$ cat src/rtl/bus_timer.sv
// ---------------------------------------------------------------------------
// bus_timer
// Memory-mapped programmable down-counter timer on the CPU data-memory bus.
// Five-register window at BASE_ADDR:
//   +0 CTRL     (R/W)  bit0 EN, bit1 AUTO
//   +1 LOAD     (R/W)  reload value
//   +2 COUNT    (RO)   current count
//   +3 STATUS   (W1C)  bit0 DONE
//   +4 PRESCALE (R/W)  count steps once per PRESCALE+1 clocks
// Reads are combinational with no side effects. read_drive tells the top
// level when to put read_data onto the shared bus.
// ---------------------------------------------------------------------------
module bus_timer #(
    parameter logic [8:0] BASE_ADDR  = 9'h180,
    parameter int         DATA_WIDTH = 16
) (
    input  logic                  clk,
    input  logic                  reset,
    input  logic [1:0]            mem_cmd,
    input  logic [8:0]            mem_addr,
    input  logic [DATA_WIDTH-1:0] write_data,
    output logic [DATA_WIDTH-1:0] read_data,
    output logic                  read_drive,
    output logic                  tick,
    output logic                  done
);

    localparam logic [1:0] CMD_READ  = 2'b01;
    localparam logic [1:0] CMD_WRITE = 2'b10;

    localparam logic [8:0] OFS_CTRL     = 9'd0;
    localparam logic [8:0] OFS_LOAD     = 9'd1;
    localparam logic [8:0] OFS_COUNT    = 9'd2;
    localparam logic [8:0] OFS_STATUS   = 9'd3;
    localparam logic [8:0] OFS_PRESCALE = 9'd4;

    localparam logic [DATA_WIDTH-1:0] ZERO = {DATA_WIDTH{1'b0}};
    localparam logic [DATA_WIDTH-1:0] ONE  = {{(DATA_WIDTH-1){1'b0}}, 1'b1};

    typedef enum logic [1:0] {
        ST_IDLE    = 2'b00,
        ST_RUN     = 2'b01,
        ST_EXPIRED = 2'b10
    } state_t;

    // Architectural state
    state_t                state_r;
    logic                  en_r;
    logic                  auto_r;
    logic [DATA_WIDTH-1:0] load_r;
    logic [DATA_WIDTH-1:0] count_r;
    logic [DATA_WIDTH-1:0] prescale_r;
    logic [DATA_WIDTH-1:0] presc_cnt_r;
    logic                  done_r;
    logic                  tick_r;

    // Decode and control strobes
    logic [8:0]            offset_s;
    logic                  hit_s;
    logic                  wr_s;
    logic                  wr_ctrl_s;
    logic                  wr_load_s;
    logic                  wr_status_s;
    logic                  wr_presc_s;
    logic                  stop_req_s;
    logic                  start_req_s;
    logic                  presc_wrap_s;
    logic                  step_s;
    logic                  expire_s;
    logic                  eff_auto_s;
    logic [DATA_WIDTH-1:0] read_mux_s;

    // Offset is taken modulo the 9-bit address space so a single compare
    // covers the whole window.
    assign offset_s = mem_addr - BASE_ADDR;

    // Address decode and per-register write strobes.
    always_comb begin
        hit_s       = 1'b0;
        wr_s        = 1'b0;
        wr_ctrl_s   = 1'b0;
        wr_load_s   = 1'b0;
        wr_status_s = 1'b0;
        wr_presc_s  = 1'b0;
        if (offset_s <= OFS_PRESCALE) begin
            hit_s = 1'b1;
        end else begin
            hit_s = 1'b0;
        end
        if (hit_s && (mem_cmd == CMD_WRITE)) begin
            wr_s = 1'b1;
        end else begin
            wr_s = 1'b0;
        end
        case (offset_s)
            OFS_CTRL:     wr_ctrl_s   = wr_s;
            OFS_LOAD:     wr_load_s   = wr_s;
            OFS_STATUS:   wr_status_s = wr_s;
            OFS_PRESCALE: wr_presc_s  = wr_s;
            default: begin
                wr_ctrl_s   = 1'b0;
                wr_load_s   = 1'b0;
                wr_status_s = 1'b0;
                wr_presc_s  = 1'b0;
            end
        endcase
    end

    // Timer step/expiry qualification. A CTRL write clearing EN beats any
    // step on the same edge, so expiry is masked by stop_req_s. The prescaler
    // compare uses >= so a counter left above a freshly lowered PRESCALE
    // wraps on the very next clock.
    always_comb begin
        stop_req_s   = wr_ctrl_s & ~write_data[0];
        start_req_s  = wr_ctrl_s &  write_data[0];
        presc_wrap_s = (presc_cnt_r >= prescale_r);
        if ((state_r == ST_RUN) && presc_wrap_s && !stop_req_s) begin
            step_s = 1'b1;
        end else begin
            step_s = 1'b0;
        end
        if (step_s && (count_r == ZERO)) begin
            expire_s = 1'b1;
        end else begin
            expire_s = 1'b0;
        end
        if (wr_ctrl_s) begin
            eff_auto_s = write_data[1];
        end else begin
            eff_auto_s = auto_r;
        end
    end

    // Control FSM with all timer registers and registered tick/done.
    always_ff @(posedge clk or negedge reset) begin
        if (!reset) begin
            state_r     <= ST_IDLE;
            en_r        <= 1'b0;
            auto_r      <= 1'b0;
            load_r      <= ZERO;
            count_r     <= ZERO;
            prescale_r  <= ZERO;
            presc_cnt_r <= ZERO;
            done_r      <= 1'b0;
            tick_r      <= 1'b0;
        end else begin
            tick_r <= 1'b0;

            if (wr_load_s) begin
                load_r <= write_data;
            end
            if (wr_presc_s) begin
                prescale_r <= write_data;
            end
            if (wr_ctrl_s) begin
                en_r   <= write_data[0];
                auto_r <= write_data[1];
            end

            // Expiry setting DONE wins over a simultaneous write-1-to-clear.
            if (expire_s) begin
                done_r <= 1'b1;
            end else if (wr_status_s && write_data[0]) begin
                done_r <= 1'b0;
            end

            case (state_r)
                ST_IDLE, ST_EXPIRED: begin
                    if (start_req_s) begin
                        state_r     <= ST_RUN;
                        count_r     <= load_r;
                        presc_cnt_r <= ZERO;
                    end
                end
                ST_RUN: begin
                    if (stop_req_s) begin
                        // Count and prescaler freeze where they are.
                        state_r <= ST_IDLE;
                    end else if (presc_wrap_s) begin
                        presc_cnt_r <= ZERO;
                        if (count_r == ZERO) begin
                            tick_r <= 1'b1;
                            if (eff_auto_s) begin
                                count_r <= load_r;
                            end else begin
                                en_r    <= 1'b0;
                                state_r <= ST_EXPIRED;
                            end
                        end else begin
                            count_r <= count_r - ONE;
                        end
                    end else begin
                        presc_cnt_r <= presc_cnt_r + ONE;
                    end
                end
                default: begin
                    state_r <= ST_IDLE;
                end
            endcase
        end
    end

    // Zero-latency read mux; unused CTRL/STATUS bits read as zero.
    always_comb begin
        read_mux_s = ZERO;
        case (offset_s)
            OFS_CTRL:     read_mux_s = {{(DATA_WIDTH-2){1'b0}}, auto_r, en_r};
            OFS_LOAD:     read_mux_s = load_r;
            OFS_COUNT:    read_mux_s = count_r;
            OFS_STATUS:   read_mux_s = {{(DATA_WIDTH-1){1'b0}}, done_r};
            OFS_PRESCALE: read_mux_s = prescale_r;
            default:      read_mux_s = ZERO;
        endcase
    end

    // Bus drive is suppressed while reset is held so the block never
    // fights other read sources during reset.
    always_comb begin
        if (hit_s && (mem_cmd == CMD_READ) && reset) begin
            read_drive = 1'b1;
            read_data  = read_mux_s;
        end else begin
            read_drive = 1'b0;
            read_data  = ZERO;
        end
    end

    assign tick = tick_r;
    assign done = done_r;

    // Flag the otherwise write-only use of en_r for observability: en_r is
    // read back through CTRL above, so no further logic is needed here.

endmodule

$ cat config.mk
export PLATFORM = sky130hd
export DESIGN_NAME = bus_timer
export DESIGN_NICKNAME = d
export VERILOG_FILES = /design/src/rtl/bus_timer.sv
export SDC_FILE = /design/constraint.sdc
export NUM_CORES = 1
export LEC_CHECK = 0
export ABC_AREA = 1
export CAP_MARGIN = 20
export CORE_ASPECT_RATIO = 1.25
export CORE_MARGIN = 1.5
export CORE_UTILIZATION = 48
export DETAILED_ROUTE_END_ITERATION = 8
export DONT_BUFFER_PORTS = 1
export GPL_TIMING_DRIVEN = 0
export HOLD_SLACK_MARGIN = 0.15
export PLACE_DENSITY = 0.72
export SLEW_MARGIN = 20
export SYNTH_ARGS = -nofsm -noshare
export SYNTH_HDL_FRONTEND = slang
export SYNTH_SLANG_ARGS = --single-unit
$ cat constraint.sdc
create_clock -name clk -period 5.3 [get_ports clk]
set_input_delay 0.795 -clock clk [delete_from_list [all_inputs] [get_ports clk]]
set_output_delay 0.795 -clock clk [all_outputs]
set_load 0.03 [all_outputs]
Yosys cells after proc, flatten, opt, wreduce, memory -nomap -nowiden
Cells that the tools add are included.
{ "word_totals": {"regBits": 70, "latch_bits": 0, "ram_bits": 0, "rom_bits": 0, "inputBits": 29, "output_inout_bits": 19, "n_memories": 0} }
{ "classes": {"add_sub_neg": 3, "n_mul": 0, "n_div": 0, "order_cmp": 2, "eq_ne": 15, "shifts": 0, "n_mux": 40, "n_bitwise": 3, "n_reduce_logical": 17} }
{ "op_table": {"columns": ["op", "count"], "rows": [
  ["16-bit two-way mux", 9],
  ["16-bit case mux with 5 select lines", 1],
  ["16-bit case mux with 2 select lines", 2],
  ["1-bit two-way mux", 22],
  ["9-bit by 2-bit equality test with 1-bit output, second input constant", 2],
  ["16-bit by 1-bit adder with 16-bit output, second input constant", 1],
  ["16-bit >= comparator", 1],
  ["16-bit logical NOT", 1],
  ["16-bit by 1-bit subtractor with 16-bit output, second input constant", 1],
  ["2-bit two-way mux", 5],
  ["9-bit by 1-bit equality test with 1-bit output, second input constant", 1],
  ["9-bit by 3-bit equality test with 1-bit output, second input constant", 1],
  ["9-bit by 3-bit <= comparator with 1-bit output, second input constant", 1],
  ["9-bit logical NOT", 1],
  ["3-bit != test, second input constant", 3],
  ["9-bit subtractor, second input constant", 1],
  ["1-bit logical AND", 7],
  ["2-bit != test, second input constant", 3],
  ["5-bit AND reduction", 1],
  ["2-bit by 1-bit equality test with 1-bit output, second input constant", 2],
  ["2-bit equality test, second input constant", 2],
  ["2-bit case mux with 2 select lines", 1],
  ["4-bit AND reduction", 1],
  ["2-bit nonzero test", 2],
  ["other kinds (7)", 8]
]} }

Depth between registers and ports, before layout
Gate-level depths: netlist of the first run.
{ "logic_depth": {"depth_word": 13, "depth_mapped": 17} }

Worst setup path before layout of the first run
No wires, ideal clock.
{ "synth_timing": {"kind": "in2out", "startpoint": "input port mem_addr[7]", "endpoint": "output port read_data[10]", "arrival_ps": 2654, "t_required_ps": 4505, "path_slack_ps": 1851, "stages": 10, "path_cell_list": "ha_1 > nor2_4 > nand2_2 > nor2_4 > nand2_4 > nand2_4 > and3_1 > o21ai_2 > buf_2 > nor2_1"} }
{ "synth_via": {"elab_chain_len": 6, "word_cells_on_any_way": 12, "cone_classes": "add/sub (1); order compare (1); eq/ne (4); mux (3); reduce/logical (3)"} }
{ "synth_lines": {"columns": ["element", "line", "rtl"], "rows": [
  ["from (decl)", "20", "input logic [8:0] mem_addr,"],
  ["9-bit subtractor (*)", "75", "assign offset_s = mem_addr - BASE_ADDR;"],
  ["9-bit by 3-bit <= comparator with 1-bit output", "85", "if (offset_s <= OFS_PRESCALE) begin"],
  ["1-bit two-way mux", "85", null],
  ["1-bit logical AND (2 in a row)", "219", "if (hit_s && (mem_cmd == CMD_READ) && reset) begin"],
  ["16-bit two-way mux (*)", "219", null],
  ["to (decl)", "22", "output logic [DATA_WIDTH-1:0] read_data,"]
]} }
Mark *: on every way between the ends. The rest lies on a longest branch, timed or not.

Worst setup path in the final report of the first run
{ "layout_timing": {"startpoint": "input port mem_addr[7]", "endpoint": "output port read_data[0]"} }
The elaborated chain is that of the path after synthesis.

==> flow_summary.yaml, run 1 <==
drt:
  met1_length_um: 5143
  via_count: 4327
  ant_nets: 0
  drt_pass1_iterations: 5
  drc: 0
  first_iter_violations: 276
  totalWireLength_um: 12480
  top_layer: "met4"
  vias_per_cell: 5.456
  wl_per_cell_um: 15.73
  dr_wl_met2_um: 6349
  wl_met3_um: 487
critical_path:
  path_buf_inv: 1
  cp_cell_sequence: "ha_1 -> nor2_4 -> nand2_2 -> nor3_2 -> buf_2 -> nand2_1 -> a41oi_1"
  critPathSlowestCell: "a41oi_1"
  critPathTopFamily: "simple AND/OR/NAND/NOR gates"
  cp_data_required_time_ps: 4510
  crit_path_max_incr_delay_ps: 680
  endpoint_kind: "output port"
  cp.arrival_ps: 2930
  path_max_fanout: 10
  crit_type: "input pin to output port"
  start_kind: "input pin"
logic_synthesis:
  synth_area_um2: 4758
  ys_seq_area_frac: 0.3681
  yosysWarningCount: 0
  synth_cell_types: 37
  async_reset_ff_frac: 1.000
  synth_top_cell_area_share: 0.3681
  synth_seq_cells: 70
  synth_nets: 700
  synth_edf_count: 0
  yosys.cell_count.top_type: "nand2_1"
  synth.top_cells.by_area: "dfrtp_1 (37%), nand2_1 (12%), nor2_1 (6.0%)"
  synth_ff_type: "dfrtp_1"
  synth_top_area_cell: "dfrtp_1"
  synthTopCellsByCount: "nand2_1 (157), nor2_1 (76), inv_1 (75), dfrtp_1 (70), nand3_1 (44)"
  syn_avg_cell_area_um2: 7.309
  synth_cells: 651
layout:
  diodes: 0
  n_fill_cell: 933
  fin_nets: 713
  multi_input_area_um2: 2576
  area_growth_pct: 9.887
  drive_gt1_frac: 0.1289
  ff_latch_area_um2: 1752
timing:
  slew_violations: 0
  relSlewSlack: 0.4540
  period_needed_ps: 3724
  skew_ps: 3.878
  setup_viol: 0
  hold_viol_final: 0
  fmax_mhz: 268.5
  min_period_over_period: 0.7026
  tightest_slew_ps: 815.2
  tns_ps: 0
  grt_setup_unrepaired: "no"
die:
  start_util: 0.4952
  die_y_um: 114.3
  dieArea_um2: 10520
  die_w_um: 92.06
  rows: 40
  pin_count: 48
  core_area_um2: 9609
global_routing:
  grt_max_degree: 64
  grtUsageTotal: 0.2478
  antenna_found_initial: 0
  grt_overflow_total: 0
  grt_pass1_wl_um: 20350
  grt_pass1_vias: 4238
placement:
  place_congestion: 0.9434
  dp_hpwl_um: 9485
  portBuffers: 0
power:
  powerDensity_nw_per_um2: 218.9
  clkPwrFrac: 0.496
  swShare: 0.2171
  power.switching_mw: 0.2485
  power.internal_mw: 0.8962
  fin_total_pwr_mw: 1.145
  pwr-share-comb: 0.034
  power_frac_seq: 0.470
  vdd.ir_drop.worst_mv: 0.1447
  p_leak_nw: 2.606
clocking:
  clk_latency_ps: 340
  numCtsBuffers: 9
  cts_tree: "done"
  cts.path.max_buffers: 2
  htreeDepth: 3
  cts_num_sinks: 70
  root_buffer: "clkbuf_16"
  path_clk_slew_ps: 50
  postCtsSetupBuffers: 0
outcome:
  status: "finished clean"
flow_run:
  drv_cap: 0
worst_hold_path:
  hold_path_class: "input pin to asynchronous set/reset pin"
==> timing repair <==
item                                   in CTS  in global routing
gates resized for setup                     0                  0
hold buffers                                2                  0
endpoints found under the hold margin      63                  0
==> logic make-up (layout without fill, tap and decap cells) <==
family / count (synthesis) / in the layout / synth area share
XOR/XNOR: 20 / 20 / 0.03681
flip-flops: 70 / 70 / 0.3681
adder cells (fa/ha/maj): 20 / 20 / 0.05259
buffers and inverters: 101 / 117 / 0.09045
AO/OA/AOI/OAI: 97 / 97 / 0.1249
AND/OR/NAND/NOR: 343 / 343 / 0.3271
==> power groups by stage <==
stage | Sequential, mW | Combinational, mW | Clock, mW
2_1_floorplan | 0.547 | 0.0187 | 0
3_3_place_gp | 0.548 | 0.0237 | 0
3_5_place_dp | 0.548 | 0.0249 | 0
4_1_cts | 0.538 | 0.0394 | 0.573
5_1_grt | 0.538 | 0.0439 | 0.593
6_report | 0.538 | 0.0388 | 0.568
==> state kept, by name (all words and copies together) (netlist names) <==
signal / count
count_r: 16
load_r: 16
done: 1
state_r: 2
en_r: 1
tick: 1
prescale_r: 16
presc_cnt_r: 16
auto_r: 1
==> stage by stage <==
step	cell area (um^2)	hold slack [ps]	worst slack, ps	cells	utilization
2_1_floorplan	4758	453.0	1851	651	-
3_3_place_gp	4916	467.0	1597	777	0.5116
3_5_place_dp	4916	474.9	1574	777	0.5116
4_1_cts	5229	348.3	1573	793	0.5441
5_1_grt	5229	362.6	1466	793	0.5441
6_report	5229	340.1	1576	793	0.5441
==> layout by cell type, fill, tap and decap left out, drive strengths merged, types with 17 or more instances in the layout <==
cell type / n
nand2: 187
nor2: 84
inv: 79
dfrtp: 70
o21ai: 60
nand3: 46
ha: 20
clkbuf: 19
buf: 17
==> area by class of cell <==
| class | instances | share of cell area |
|---|---|---|
| Tap cell | 126 | 0.03015 |
| Sequential cell | 70 | 0.3350 |
| Clock buffer | 13 | 0.05169 |
| Clock inverter | 1 | 0.0009572 |
| Buffer | 22 | 0.02560 |
| Timing Repair Buffer | 2 | 0.007179 |
| Inverter | 79 | 0.05671 |
| Multi-Input combinational cell | 480 | 0.4927 |
==> path summary, 6_finish.rpt <==
kind	startpoint	endpoint	slack, ps	cells past startpoint
min in group clk	prescale_r[6]	prescale_r[6]	490	2
worst min-delay path	reset	count_r[12]	340	1
worst max register to register	presc_cnt_r[13]	count_r[15]	3010	13
worst min register to register	prescale_r[6]	prescale_r[6]	490	2
worst max-delay path	mem_addr[7]	read_data[0]	1580	7
max in group asynchronous	reset	en_r	4110	1
==> layer usage <==
layer,GRT usage,vias to the layer above
met3,0.03918,36
met2,0.4321,98
li1,-,2141
met4,0.1303,0
met5,0,-
met1,0.2924,2052
(Power assumes the default switching activity.)
==> run 2, diff against run 1 <==
- clock period: 5.3 -> 3.5 ns (I/O delays scaled with it)
==> run 2 against run 1 <==
- critical path depth unchanged
- via count down 0.14%
- global-route usage down 0.14 points
- sequential cell count unchanged
- clock skew up 0.92 ps
- power up 51%
- final cell count up 0.25%
- count of clock-buffer cells in the layout unchanged
- highest routed layer unchanged
- final area about the same
- register-to-register slack worse by 1800 ps
- setup slack worse by 1200 ps
- combinational power up 52%
- critical endpoint unchanged
==> flow_summary.yaml, run 2 (synthesis gave the netlist of run 1 again) <==
drt:
  ant_nets: 0
  top_layer: "met4"
  vias_per_cell: 5.435
  met1_length_um: 5090
  drt_pass1_iterations: 7
  drc: 0
  via_count: 4321
  totalWireLength_um: 12420
  wl_per_cell_um: 15.63
  dr_wl_met2_um: 6426
  first_iter_violations: 290
  wl_met3_um: 484
die:
  start_util: 0.4952
  die_w_um: 92.06
  pin_count: 48
  core_area_um2: 9609
  rows: 40
  dieArea_um2: 10520
  die_y_um: 114.3
timing:
  slew_violations: 0
  tightest_slew_ps: 828.0
  min_period_over_period: 0.9062
  tns_ps: 0
  relSlewSlack: 0.4454
  hold_viol_final: 0
  skew_ps: 4.794
  finalWorstSetupSlack_ps: 328.3
  period_needed_ps: 3172
  holdWs_ps: 347.2
  fmax_mhz: 315.3
  setup_viol: 0
  grt_setup_unrepaired: "no"
placement:
  dp_hpwl_um: 9485
  pre_cts_ws_ps: 314.4
  portBuffers: 0
  place_congestion: 0.9434
  placed_area_um2: 4916
  dp.cells: 777
worst_hold_path:
  hold_path_class: "input pin to register"
critical_path:
  cp.arrival_ps: 2650
  critPathSlowestCell: "a41oi_1"
  cp_cell_sequence: "ha_1 -> nor2_4 -> nand2_2 -> nor3_2 -> buf_2 -> nand2_1 -> a41oi_1"
  endpoint_kind: "output port"
  crit_path_max_incr_delay_ps: 680
  start_kind: "input pin"
  crit_type: "input pin to output port"
  cp_data_required_time_ps: 2970
  path_max_fanout: 10
  path_buf_inv: 1
  critPathTopFamily: "simple AND/OR/NAND/NOR gates"
clocking:
  htreeDepth: 3
  numCtsBuffers: 9
  path_clk_slew_ps: 50
  root_buffer: "clkbuf_16"
  cts_num_sinks: 70
  cts_tree: "done"
  cts.path.max_buffers: 2
  postCtsSetupBuffers: 0
  clk_latency_ps: 340
global_routing:
  grt_max_degree: 71
  grt_pass1_vias: 4229
  antenna_found_initial: 1
  grt_pass1_wl_um: 20260
  grtUsageTotal: 0.2464
  grt_overflow_total: 0
power:
  powerDensity_nw_per_um2: 330.9
  vdd.ir_drop.worst_mv: 0.2201
  p_leak_nw: 2.606
  fin_total_pwr_mw: 1.732
outcome:
  status: "finished clean"
layout:
  ff_latch_area_um2: 1752
  multi_input_area_um2: 2576
  fin_nets: 713
  drive_gt1_frac: 0.1289
  n_fill_cell: 932
  final_cell_mix: "nand2_1 (157), nor2_1 (76), inv_1 (75)"
  final_common_cell: "nand2_1"
  final_cells: 795
  utilization: 0.5447
  area_growth_pct: 9.992
  finalInstanceArea_um2: 5234
flow_run:
  drv_cap: 0
run 2: cell types whose count changed in the layout (fill, tap and decap cells not counted):
| cell | change |
|---|---|
| diode_2 | +2 |
run 2: worst paths after layout:
path,slack [ps],cells after the start,from,to
worst max-delay path,330,7,mem_addr[7],read_data[0]
worst min-delay path,350,2,write_data[9],load_r[9]
worst max register to register,1230,13,presc_cnt_r[13],count_r[15]
worst min register to register,490,2,prescale_r[6],prescale_r[6]
max in group asynchronous,2430,2,reset,state_r[0]
min in group asynchronous,790,2,reset,count_r[12]
run 2: what timing repair did:
item	in CTS	in global routing
endpoints found under the hold margin	70	0
resized for setup	0	0
hold buffers	2	0
run 2: power breakdown:
part           total (mW)  internal [mW]  switching (mW)
sequential          0.815          0.813         0.00202
clock               0.858          0.528           0.329
combinational      0.0589         0.0155          0.0433
total                1.73           1.36           0.375
run 2: layout make-up:
cell class | count | area share
clock buffers | 13 | 0.05164
clock inverters | 1 | 0.0009563
flip-flops and latches | 70 | 0.3347
multi-input cells | 480 | 0.4922
well taps | 126 | 0.03012
repair buffers | 2 | 0.007172
inverters | 79 | 0.05666
plain buffers | 22 | 0.02558
diodes | 2 | 0.0009563
run 2: routing by layer:
layer,vias up,track usage
met5,-,0
met4,0,0.1323
met3,32,0.04117
met2,99,0.4267
met1,2046,0.2908
li1,2144,-
